$ cat src/rtl/tmr_vote_sequencer_pkg.sv
// Package tmr_vote_pkg: shared types and constants for the TMR vote sequencer.
//   state_t     - sequencer FSM states (IDLE, COLLECT, VOTE, OUT)
//   NUM_CH      - number of redundant channels
//   CH0..CH2    - channel index constants
//   popcount3() - number of set bits in a 3-bit channel mask
package tmr_vote_pkg;

  typedef enum logic [1:0] {
    IDLE    = 2'd0,
    COLLECT = 2'd1,
    VOTE    = 2'd2,
    OUT     = 2'd3
  } state_t;

  localparam int NUM_CH = 3;
  localparam int CH0    = 0;
  localparam int CH1    = 1;
  localparam int CH2    = 2;

  function automatic logic [1:0] popcount3(input logic [2:0] v);
    return 2'(v[0]) + 2'(v[1]) + 2'(v[2]);
  endfunction

endpackage

$ cat src/rtl/tmr_vote_sequencer_if.sv
// Interface tmr_vote_sequencer_if: groups the three producer channels and the
// consumer-side output handshake.
//   ch_valid/ch_data/ch_ready     - per-channel valid/ready, word i at [i*DATA_W +: DATA_W]
//   out_valid/out_ready/out_data  - voted word handshake
//   out_agree                     - all three captured words were identical
// Modports: master = producers + consumer side, slave = the sequencer.
interface tmr_vote_sequencer_if #(
  parameter int DATA_W = 8
);
  logic [2:0]          ch_valid;
  logic [3*DATA_W-1:0] ch_data;
  logic [2:0]          ch_ready;
  logic                out_valid;
  logic                out_ready;
  logic [DATA_W-1:0]   out_data;
  logic                out_agree;

  modport master (
    output ch_valid, ch_data, out_ready,
    input  ch_ready, out_valid, out_data, out_agree
  );

  modport slave (
    input  ch_valid, ch_data, out_ready,
    output ch_ready, out_valid, out_data, out_agree
  );
endinterface

$ cat src/rtl/tmr_vote_sequencer_bit_vote.sv
// Module tmr_bit_vote: combinational bitwise 2-of-3 majority vote.
//   a, b, c    in   DATA_W  the three candidate words
//   vote       out  DATA_W  per-bit majority
//   all_equal  out  1       a == b == c
module tmr_bit_vote #(
  parameter int DATA_W = 8
) (
  input  logic [DATA_W-1:0] a,
  input  logic [DATA_W-1:0] b,
  input  logic [DATA_W-1:0] c,
  output logic [DATA_W-1:0] vote,
  output logic              all_equal
);
  assign vote      = (a & b) | (b & c) | (c & a);
  assign all_equal = (a == b) && (b == c);
endmodule

$ cat src/rtl/tmr_vote_sequencer.sv
// Module tmr_vote_sequencer: collects one word from each of three redundant
// channels, majority-votes them bitwise and presents the result downstream.
// Ports:
//   clk        rising-edge clock
//   rst_n      asynchronous active-low reset
//   bus        tmr_vote_sequencer_if.slave (channel inputs, voted output)
//   vote_err   one-cycle pulse when a round is dropped for lack of a majority
//   ch_fault   sticky per-channel fault flags
//   clr_stats  synchronous clear of mismatch counters and ch_fault
// Optional feature macro: TMR_VOTE_STATS_EN enables per-channel saturating
// mismatch counters and fault flags; without it ch_fault is 000.
module tmr_vote_sequencer
  import tmr_vote_pkg::*;
#(
  parameter int DATA_W    = 8,
  parameter int TIMEOUT   = 16,
  parameter int CNT_W     = 4,
  parameter int FAULT_THR = 8
) (
  input  logic                  clk,
  input  logic                  rst_n,
  tmr_vote_sequencer_if.slave   bus,
  output logic                  vote_err,
  output logic [NUM_CH-1:0]     ch_fault,
  input  logic                  clr_stats
);

  localparam int TMR_W = (TIMEOUT > 1) ? $clog2(TIMEOUT) : 1;
  localparam logic [TMR_W-1:0] TMR_LOAD = TMR_W'(TIMEOUT - 1);

  state_t              state_reg, state_next;
  logic                ready_en_reg;
  logic [NUM_CH-1:0]   got_reg;
  logic [DATA_W-1:0]   cap_reg [NUM_CH];
  logic [TMR_W-1:0]    timer_reg;
  logic [DATA_W-1:0]   out_data_reg;
  logic                out_agree_reg;
  logic                vote_err_reg;

  logic [NUM_CH-1:0]   ch_ready_c;
  logic [NUM_CH-1:0]   xfer;
  logic [1:0]          n_got;
  logic [1:0]          first_idx;
  logic [DATA_W-1:0]   eff [NUM_CH];
  logic [DATA_W-1:0]   maj;
  logic                all_eq;
  logic                vote_ok;

  assign xfer  = bus.ch_valid & ch_ready_c;
  assign n_got = popcount3(got_reg);

  // Missing channels are filled with a copy of a present word. With two words
  // present the majority is then the first present word, and all_eq reports
  // whether the two present words match; with three present nothing changes.
  assign first_idx = got_reg[CH0] ? 2'(CH0) : (got_reg[CH1] ? 2'(CH1) : 2'(CH2));

  genvar gi;
  generate
    for (gi = 0; gi < NUM_CH; gi++) begin : g_ch
      assign eff[gi] = got_reg[gi] ? cap_reg[gi] : cap_reg[first_idx];

      always_ff @(posedge clk or negedge rst_n) begin
        if (!rst_n)
          cap_reg[gi] <= '0;
        else if (xfer[gi])
          cap_reg[gi] <= bus.ch_data[gi*DATA_W +: DATA_W];
      end
    end
  endgenerate

  tmr_bit_vote #(.DATA_W(DATA_W)) u_vote (
    .a         (eff[CH0]),
    .b         (eff[CH1]),
    .c         (eff[CH2]),
    .vote      (maj),
    .all_equal (all_eq)
  );

  assign vote_ok = (n_got == 2'd3) || ((n_got == 2'd2) && all_eq);

  // FSM: state register
  always_ff @(posedge clk or negedge rst_n) begin
    if (!rst_n)
      state_reg <= IDLE;
    else
      state_reg <= state_next;
  end

  // FSM: next-state logic
  always_comb begin
    state_next = state_reg;
    case (state_reg)
      IDLE: begin
        if (xfer == 3'b111)
          state_next = VOTE;
        else if (|xfer)
          state_next = COLLECT;
      end
      COLLECT: begin
        // A capture landing on the last timer cycle still joins this round.
        if (((got_reg | xfer) == 3'b111) || (timer_reg == '0))
          state_next = VOTE;
      end
      VOTE:    state_next = vote_ok ? OUT : IDLE;
      OUT:     if (bus.out_ready) state_next = IDLE;
      default: state_next = IDLE;
    endcase
  end

  // FSM: outputs. ready_en_reg keeps ch_ready low until the first clock after reset.
  always_comb begin
    ch_ready_c    = '0;
    bus.out_valid = 1'b0;
    case (state_reg)
      IDLE:    ch_ready_c    = {NUM_CH{ready_en_reg}};
      COLLECT: ch_ready_c    = ~got_reg;
      OUT:     bus.out_valid = 1'b1;
      default: ch_ready_c    = '0;
    endcase
  end

  assign bus.ch_ready  = ch_ready_c;
  assign bus.out_data  = out_data_reg;
  assign bus.out_agree = out_agree_reg;
  assign vote_err      = vote_err_reg;

  // Round bookkeeping, timeout timer and registered vote result.
  always_ff @(posedge clk or negedge rst_n) begin
    if (!rst_n) begin
      ready_en_reg  <= 1'b0;
      got_reg       <= '0;
      timer_reg     <= '0;
      out_data_reg  <= '0;
      out_agree_reg <= 1'b0;
      vote_err_reg  <= 1'b0;
    end else begin
      ready_en_reg <= 1'b1;
      got_reg      <= (state_next == IDLE) ? '0 : (got_reg | xfer);
      if (state_reg == COLLECT) begin
        if (timer_reg != '0)
          timer_reg <= timer_reg - 1'b1;
      end else begin
        timer_reg <= TMR_LOAD;
      end
      vote_err_reg <= (state_reg == VOTE) && !vote_ok;
      if ((state_reg == VOTE) && vote_ok) begin
        out_data_reg  <= maj;
        out_agree_reg <= (n_got == 2'd3) && all_eq;
      end
    end
  end

`ifdef TMR_VOTE_STATS_EN
  localparam logic [CNT_W-1:0] CNT_MAX = '1;
  localparam logic [CNT_W-1:0] CNT_THR = CNT_W'(FAULT_THR);

  logic [CNT_W-1:0] cnt_reg [NUM_CH];
  logic [NUM_CH-1:0] fault_reg;
  logic [NUM_CH-1:0] bump;

  generate
    for (gi = 0; gi < NUM_CH; gi++) begin : g_stats
      // A missing channel always counts; a present one only when it lost the vote.
      assign bump[gi] = (state_reg == VOTE) &&
                        (!got_reg[gi] || (vote_ok && (cap_reg[gi] != maj)));

      always_ff @(posedge clk or negedge rst_n) begin
        if (!rst_n) begin
          cnt_reg[gi]   <= '0;
          fault_reg[gi] <= 1'b0;
        end else if (clr_stats) begin
          cnt_reg[gi]   <= '0;
          fault_reg[gi] <= 1'b0;
        end else begin
          if (bump[gi] && (cnt_reg[gi] != CNT_MAX))
            cnt_reg[gi] <= cnt_reg[gi] + 1'b1;
          if (cnt_reg[gi] >= CNT_THR)
            fault_reg[gi] <= 1'b1;
        end
      end
    end
  endgenerate

  assign ch_fault = fault_reg;
`else
  logic unused_clr_stats;
  assign unused_clr_stats = clr_stats;
  assign ch_fault = '0;
`endif

endmodule

$ cat src/flat_wrapper.sv
// flat-port wrapper written by rule: the top's interface ports become plain ports
module tmr_vote_sequencer_flat import tmr_vote_pkg::*;
#(
  parameter int DATA_W    = 8,
  parameter int TIMEOUT   = 16,
  parameter int CNT_W     = 4,
  parameter int FAULT_THR = 8
)
  (clk, rst_n, vote_err, ch_fault, clr_stats, bus_ch_valid, bus_ch_data, bus_out_ready, bus_ch_ready, bus_out_valid, bus_out_data, bus_out_agree);
  tmr_vote_sequencer_if #(.DATA_W(DATA_W)) bus_i ();
  input  logic clk;
  input  logic rst_n;
  output logic vote_err;
  output logic [NUM_CH-1:0] ch_fault;
  input  logic clr_stats;
  input wire logic [$bits(bus_i.ch_valid)-1:0] bus_ch_valid;
  input wire logic [$bits(bus_i.ch_data)-1:0] bus_ch_data;
  input wire logic [$bits(bus_i.out_ready)-1:0] bus_out_ready;
  output wire logic [$bits(bus_i.ch_ready)-1:0] bus_ch_ready;
  output wire logic [$bits(bus_i.out_valid)-1:0] bus_out_valid;
  output wire logic [$bits(bus_i.out_data)-1:0] bus_out_data;
  output wire logic [$bits(bus_i.out_agree)-1:0] bus_out_agree;
  assign bus_i.ch_valid = bus_ch_valid;
  assign bus_i.ch_data = bus_ch_data;
  assign bus_i.out_ready = bus_out_ready;
  assign bus_ch_ready = bus_i.ch_ready;
  assign bus_out_valid = bus_i.out_valid;
  assign bus_out_data = bus_i.out_data;
  assign bus_out_agree = bus_i.out_agree;
  tmr_vote_sequencer #(.DATA_W(DATA_W), .TIMEOUT(TIMEOUT), .CNT_W(CNT_W), .FAULT_THR(FAULT_THR)) u_core (.clk(clk), .rst_n(rst_n), .bus(bus_i), .vote_err(vote_err), .ch_fault(ch_fault), .clr_stats(clr_stats));
endmodule
$ cat config.mk
export PLATFORM = sky130hd
export DESIGN_NAME = tmr_vote_sequencer_flat
export DESIGN_NICKNAME = d
export VERILOG_FILES = /design/src/rtl/tmr_vote_sequencer_pkg.sv /design/src/rtl/tmr_vote_sequencer_if.sv /design/src/rtl/tmr_vote_sequencer_bit_vote.sv /design/src/rtl/tmr_vote_sequencer.sv /design/src/flat_wrapper.sv
export SDC_FILE = /design/constraint.sdc
export NUM_CORES = 1
export LEC_CHECK = 0
export CAP_MARGIN = 5
export CORE_AREA = 5 5 89 91
export CTS_BUF_LIST = sky130_fd_sc_hd__clkbuf_8
export CTS_CLUSTER_SIZE = 40
export DETAILED_ROUTE_END_ITERATION = 6
export DIE_AREA = 0 0 94 96
export PLACE_DENSITY = 0.69
export SLEW_MARGIN = 5
export SYNTH_ARGS = -nofsm -noshare
export SYNTH_HDL_FRONTEND = slang
export SYNTH_SLANG_ARGS = --single-unit
$ cat constraint.sdc
create_clock -name clk -period 3.38 [get_ports clk]
set_clock_uncertainty 0.05 [all_clocks]
set_input_delay 0.845 -clock clk [delete_from_list [all_inputs] [get_ports clk]]
set_output_delay 0.845 -clock clk [all_outputs]
set_load 0.005 [all_outputs]
After elaboration in Yosys (flattened, before gate mapping)
Cells that the tools add are included.

Add/subtract/negate cells: 3. Magnitude comparators: 1. Equal/unequal tests: 10. Mux-type cells: 19. Bitwise operators: 9. Reduce and logical (&&, ||, !) cells: 13.

Operators with widths (number): two-way mux 8 bit (5); AND 8 bit (3); binary-select mux 8 bit (select 2 bit) (1); == test 8 bit (2); OR 8 bit (2); two-way mux 2 bit (7); == test 2 bit (second input constant) (4); two-way mux 4 bit (2); case mux 2 bit (4 select lines) (1); == test 3 bit (second input constant) (2); case mux 3 bit (2 select lines) (1); logical AND 1 bit (5); zero test 2 bit (2); zero test 4 bit (1); nonzero test 4 bit (1); subtractor 4 x 1 -> 4 bit (second input constant) (1); AND 3 bit (1); greater-or-equal comparator 3 bit (second input constant) (1); two-way mux 3 bit (1); inverter 2 -> 3 bit (1); inverter 3 bit (1); OR 3 bit (1); OR reduction 3 bit (1); adder 1 x 1 -> 2 bit (1); other kinds (6) (7).

Flip-flop bits (word level): 44. Bits of input ports: 31. Output and inout bits: 17. Logic and storage cells: 65.

Longest topological paths before layout
Gate-level depths: netlist of the first run.

Word-level depth: 15. Depth in mapped cells: 11. Mapped depth without buffers: 8.

By module
A second synthesis of the first run with hierarchy kept.

Cells, all modules: 254. Area total of the unflattened synthesis: 2595.0 µm².

By module, submodules not included: tmr_vote_sequencer (instances 1, cells each 225, area an instance 2290.9 µm², seq. area each 1101.1 µm²); tmr_bit_vote (instances 1, cells each 29, area an instance 304.0 µm², seq. area each 0.0 µm²).

Worst setup path after synthesis of the first run
No wires, ideal clock.

Path kind: flip-flop to flip-flop. From: register u_core.got_reg[1]. To: register u_core.out_data_reg[2], in the netlist u_core.bus.out_data[2]. Setup time: 0.125 ns. Arrival time: 2.629 ns. Data required time: 3.205 ns. Slack: 0.577 ns. Stages on the path, launching flop included: 12. Clock period less this slack: 2.803 ns. Path through: dfrtp_1 > buf_4 > buf_6 > mux2_4 > mux2i_1 > o21ai_0 > ha_1 > nor4_1 > nand4_1 > a21oi_2 > buf_4 > mux2_2.

Word-level cells in the longest chain between the ends: 12. Elaborated cells between the ends (all ways): 24. Those cells by class: add/sub (2); eq/ne (4); mux (8); bitwise (6); reduce/logical (4).

RTL lines: start, declared (line tmr_vote_sequencer.sv:33) `logic [NUM_CH-1:0] got_reg;`; start signal, assigned (line tmr_vote_sequencer.sv:138) `got_reg <= (state_next == IDLE) ? '0 : (got_reg | xfer);`; two-way mux 2 bit (2 in a row) (line tmr_vote_sequencer.sv:55) `assign first_idx = got_reg[CH0] ? 2'(CH0) : (got_reg[CH1] ? 2'(CH1) : 2'(CH2));`; inverter 2 -> 3 bit (not written as such) (line tmr_vote_sequencer.sv:60) `assign eff[gi] = got_reg[gi] ? cap_reg[gi] : cap_reg[first_idx];`; binary-select mux 8 bit (select 2 bit) (line tmr_vote_sequencer.sv:60); two-way mux 8 bit (not written as such) (2 in a row) (line tmr_vote_sequencer.sv:60); two-way mux 8 bit (line tmr_vote_sequencer.sv:60); == test 8 bit (line tmr_vote_sequencer_bit_vote.sv:15) `assign all_equal = (a == b) && (b == c);`; logical AND 1 bit (line tmr_vote_sequencer_bit_vote.sv:15); logical AND 1 bit (line tmr_vote_sequencer.sv:79) `assign vote_ok = (n_got == 2'd3) || ((n_got == 2'd2) && all_eq);`; logical OR 1 bit (line tmr_vote_sequencer.sv:79); logical AND 1 bit (line tmr_vote_sequencer.sv:146) `if ((state_reg == VOTE) && vote_ok) begin`; end signal, assigned (line tmr_vote_sequencer.sv:147) `out_data_reg <= maj;`; end, declared (line tmr_vote_sequencer.sv:36) `logic [DATA_W-1:0] out_data_reg;`.

Parallel ways exist; a longest one is shown, timed or not. The select of a mux whose other input is x is not followed. A chain may end at the register's enable or synchronous reset.

Final worst setup path of the first run
From: register u_core.got_reg[1]. To: register u_core.out_data_reg[4], in the netlist u_core.bus.out_data[4].

The elaborated chain is that of the path after synthesis.

==> results of run 1 <==
==> power by group <==
part / internal [mW] / total (mW) / switching (mW)
combinational: 1.07 / 1.95 / 0.882
sequential: 0.772 / 1.04 / 0.265
clock: 0.212 / 0.380 / 0.168
==> how the worst min path moves through the flow <==
stage	slack, ns	end	startpoint	cells after the start
floorplan	0.43	u_core.cap_reg[16]	u_core.cap_reg[16]	1
global placement	0.44	u_core.bus.out_data[3]	u_core.bus.out_data[3]	1
detailed placement	0.45	u_core.bus.out_data[2]	u_core.bus.out_data[2]	1
CTS	0.47	u_core.bus.out_data[1]	u_core.bus.out_data[1]	1
global route	0.48	u_core.bus.out_data[7]	u_core.bus.out_data[7]	1
finish	0.46	u_core.bus.out_data[2]	u_core.bus.out_data[2]	1
==> cells by family after synthesis <==
logic type	Yosys count	share of synthesized area
and+or+nand+nor	60	0.120
AOI/OAI and AO/OA	49	0.110
muxes	49	0.209
DFF	44	0.410
buffers and inverters	30	0.0587
adders and majority gates	18	0.0867
other	2	0.00280
xor gates and xnor gates	1	0.00326
==> routing by layer <==
| layer | part of all wire | vias up |
|---|---|---|
| met2 | 0.48 | 40 |
| met1 | 0.47 | 922 |
| li1 | - | 982 |
| met4 | 0.013 | 0 |
| met5 | 0 | - |
| met3 | 0.034 | 5 |
==> synth_stat cells (all sizes together) <==
cell type	number
a21oi	11
nand3b	1
clkinv	1
and2	1
nand4b	1
o21ai	26
a2111oi	1
a31oi	3
mux2i	9
o311ai	1
nand2	20
a31o	1
conb	2
or2	1
or4	1
and2b	1
or3	2
mux2	40
a41o	1
a32o	1
inv	14
nor3	2
nor2b	8
nand4	1
a21boi	1
nor4	4
buf	11
or4b	1
nor2	8
nor3b	1
fa	1
xnor2	1
or2b	1
nand2b	6
clkbuf	4
dfrtp	44
a21o	2
ha	17
o211ai	1
==> layout make-up <==
type	instances	share of cell area
Multi-Input combinational cell	181	0.425
Tap cell	99	0.0367
Timing Repair Buffer	57	0.165
Clock inverter	1	0.00891
Sequential cell	44	0.327
Clock buffer	5	0.0204
Inverter	15	0.0167
==> per-stage QoR <==
step | utilization | hold slack (ns) | instance area [µm²] | instances | setup WS [ns]
final | 0.477 | 0.459 | 3370 | 402 | 0.267
after global routing | 0.477 | 0.481 | 3370 | 402 | 0.0165
after detailed placement | 0.463 | 0.449 | 3270 | 396 | 0.286
after CTS | 0.477 | 0.469 | 3370 | 402 | 0.231
after global placement | 0.463 | 0.442 | 3270 | 396 | 0.353
after floorplan | - | 0.430 | 2690 | 255 | 0.577
==> worst register-to-register path, delay by kind of cell, from the launching register on <==
family	cells	cell delay [ns]
and+or+nand+nor	2	0.52
AOI/OAI and AO/OA	2	0.44
DFF	1	0.44
muxes	3	0.91
buffers and inverters	2	0.33
adders and majority gates	1	0.31
==> timing repair <==
| item | in CTS | in global routing |
|---|---|---|
| buffers inserted | 0 | 0 |
| resized for setup | 0 | 1 |
| endpoints found under the setup margin | 0 | 8 |
==> run_results.csv, run 1 <==
group,metric,value,unit
cts,cts_buffers,5,
floorplan,coreArea,7060,µm²
cts,hold_buffers,0,
cells_and_area,layout_common_cells,"dfrtp_1 (43), clkdlybuf4s50_1 (42), mux2_2 (36)",
cells_and_area,multi_input_area,1430,µm²
grt,grt.met3_usage,0.0227,
yosys,yosys_warnings,0,
detailed_routing,drtIter0Drc,66,
cts,clkTransAtPathRegs,0.08,ns
yosys,synth.largest_area_cell,"dfrtp_1",
sta,slew_viol_final,0,
cells_and_area,fillerInstances,686,
grt,grt_first_pass_wirelength,9.54,mm
setup_path,worst_ep_arrival_time,3.25,ns
grt,use_met2,0.218,
sta,hold_viol_final,0,
sta,finalCritPeriodShare,0.921,
yosys,synthTopCellsByArea,"dfrtp_1 (41%), mux2_2 (15%), ha_1 (7.9%)",
place,gp_congestion,0.805,
yosys,synthDistinctLibCells,48,
detailed_routing,routed_wl,5.56,mm
cells_and_area,drive_above_1_share,0.218,
cts,cts_tree,"yes",
yosys,ys_seq_area_frac,0.410,
detailed_routing,final_antenna_net_count,0,
cells_and_area,final_common_cell,"dfrtp_1",
yosys,synth_area,2690,µm²
cells_and_area,final-seq-area,1100,µm²
detailed_routing,drt_first_pass_iters,4,
setup_path,reg2reg_depth,10,
yosys,yosys.area.top_type_share,0.410,
cells_and_area,antenna_cells,0,
floorplan,num_rows,31,
cts,clock_latency,0.29,ns
run_status,run_status,"finished, final reports clean",
grt,grt_util_met1,0.180,
hold_path,hp-class,"register to register",
pwr,leakage,1.45,nW
yosys,avgSynthCellArea,10.6,µm²
setup_path,crit_cells,10,
cells_and_area,fin_nets,353,
flow_run,cap_violations,0,
detailed_routing,drc_errors,0,
pwr,irDropWorstVdd,0.407,mV
setup_path,cpPeakStageDelay,0.44,ns
cts,htreeDepth,2,
pwr,powerDensity,999,nW/µm²
yosys,netlist_instances,253,
setup_path,crit_buf_inv,2,
setup_path,r2r_slack,0.27,ns
setup_path,path_delay_family,"multiplexers",
grt,antenna_found_initial,0,
setup_path,path_class,"register to register",
grt,track_usage,0.134,
setup_path,endpoint_kind,"register",
detailed_routing,routedWlPerCell,13.8,µm
grt,grt_max_degree,45,
cells_and_area,largest_register_ffs,24,
floorplan,initial_core_util,0.380,
place,io_buffers,43,
setup_path,cp_max_fo,21,
setup_path,r2r-start,"u_core.got_reg[1]",
grt,gr-total-overflow,0,
setup_path,crit_end,"u_core.bus.out_data[4]",
yosys,ys_ff_latch,44,
sta,tns,0,ns
detailed_routing,vias,1949,
sta,period_minus_slack,3.11,ns
cts,clock-sinks,44,
sta,setup_viol,0,
cts,clockBufferDepth,2,
setup_path,cp_slowest_cell,"dfrtp_1",
setup_path,cp.required,3.52,ns
floorplan,die_y,96,µm
floorplan,die_x,94,µm
sta,rsz0062_at_grt,"no",
detailed_routing,viasPerCell,4.85,
sta,max_freq,321,MHz
setup_path,critPathLaunch,"u_core.got_reg[1]",
floorplan,io_pins,48,
setup_path,cp-start-kind,"register",
cts,root_buffer,"clkbuf_8",
setup_path,r2r-end,"u_core.bus.out_data[4]",
grt,grt-busiest-layer,"met2",
grt,grt_pass1_vias,2001,
sta,worstMarginPinSlew,0.966,ns
place,hpwl,4.22,mm
cells_and_area,syn_to_final_growth,25.5,%
sta,slew_headroom,0.356,
floorplan,dieArea,9020,µm²
setup_path,crit_chain,"buf_12 -> mux2_2 -> mux2i_1 -> o21ai_0 -> ha_1 -> nor4_1 -> nand4_1 -> a21oi_2 -> buf_12 -> mux2_2",
pwr,power,3.37,mW
Note: power is estimated with default switching activity, not from simulation.
==> run 2: changes to the inputs <==
- GPL_ROUTABILITY_DRIVEN: default -> 0
==> results of run 2 <==
Final layout, timing and power as in run 1 (identical DEF).
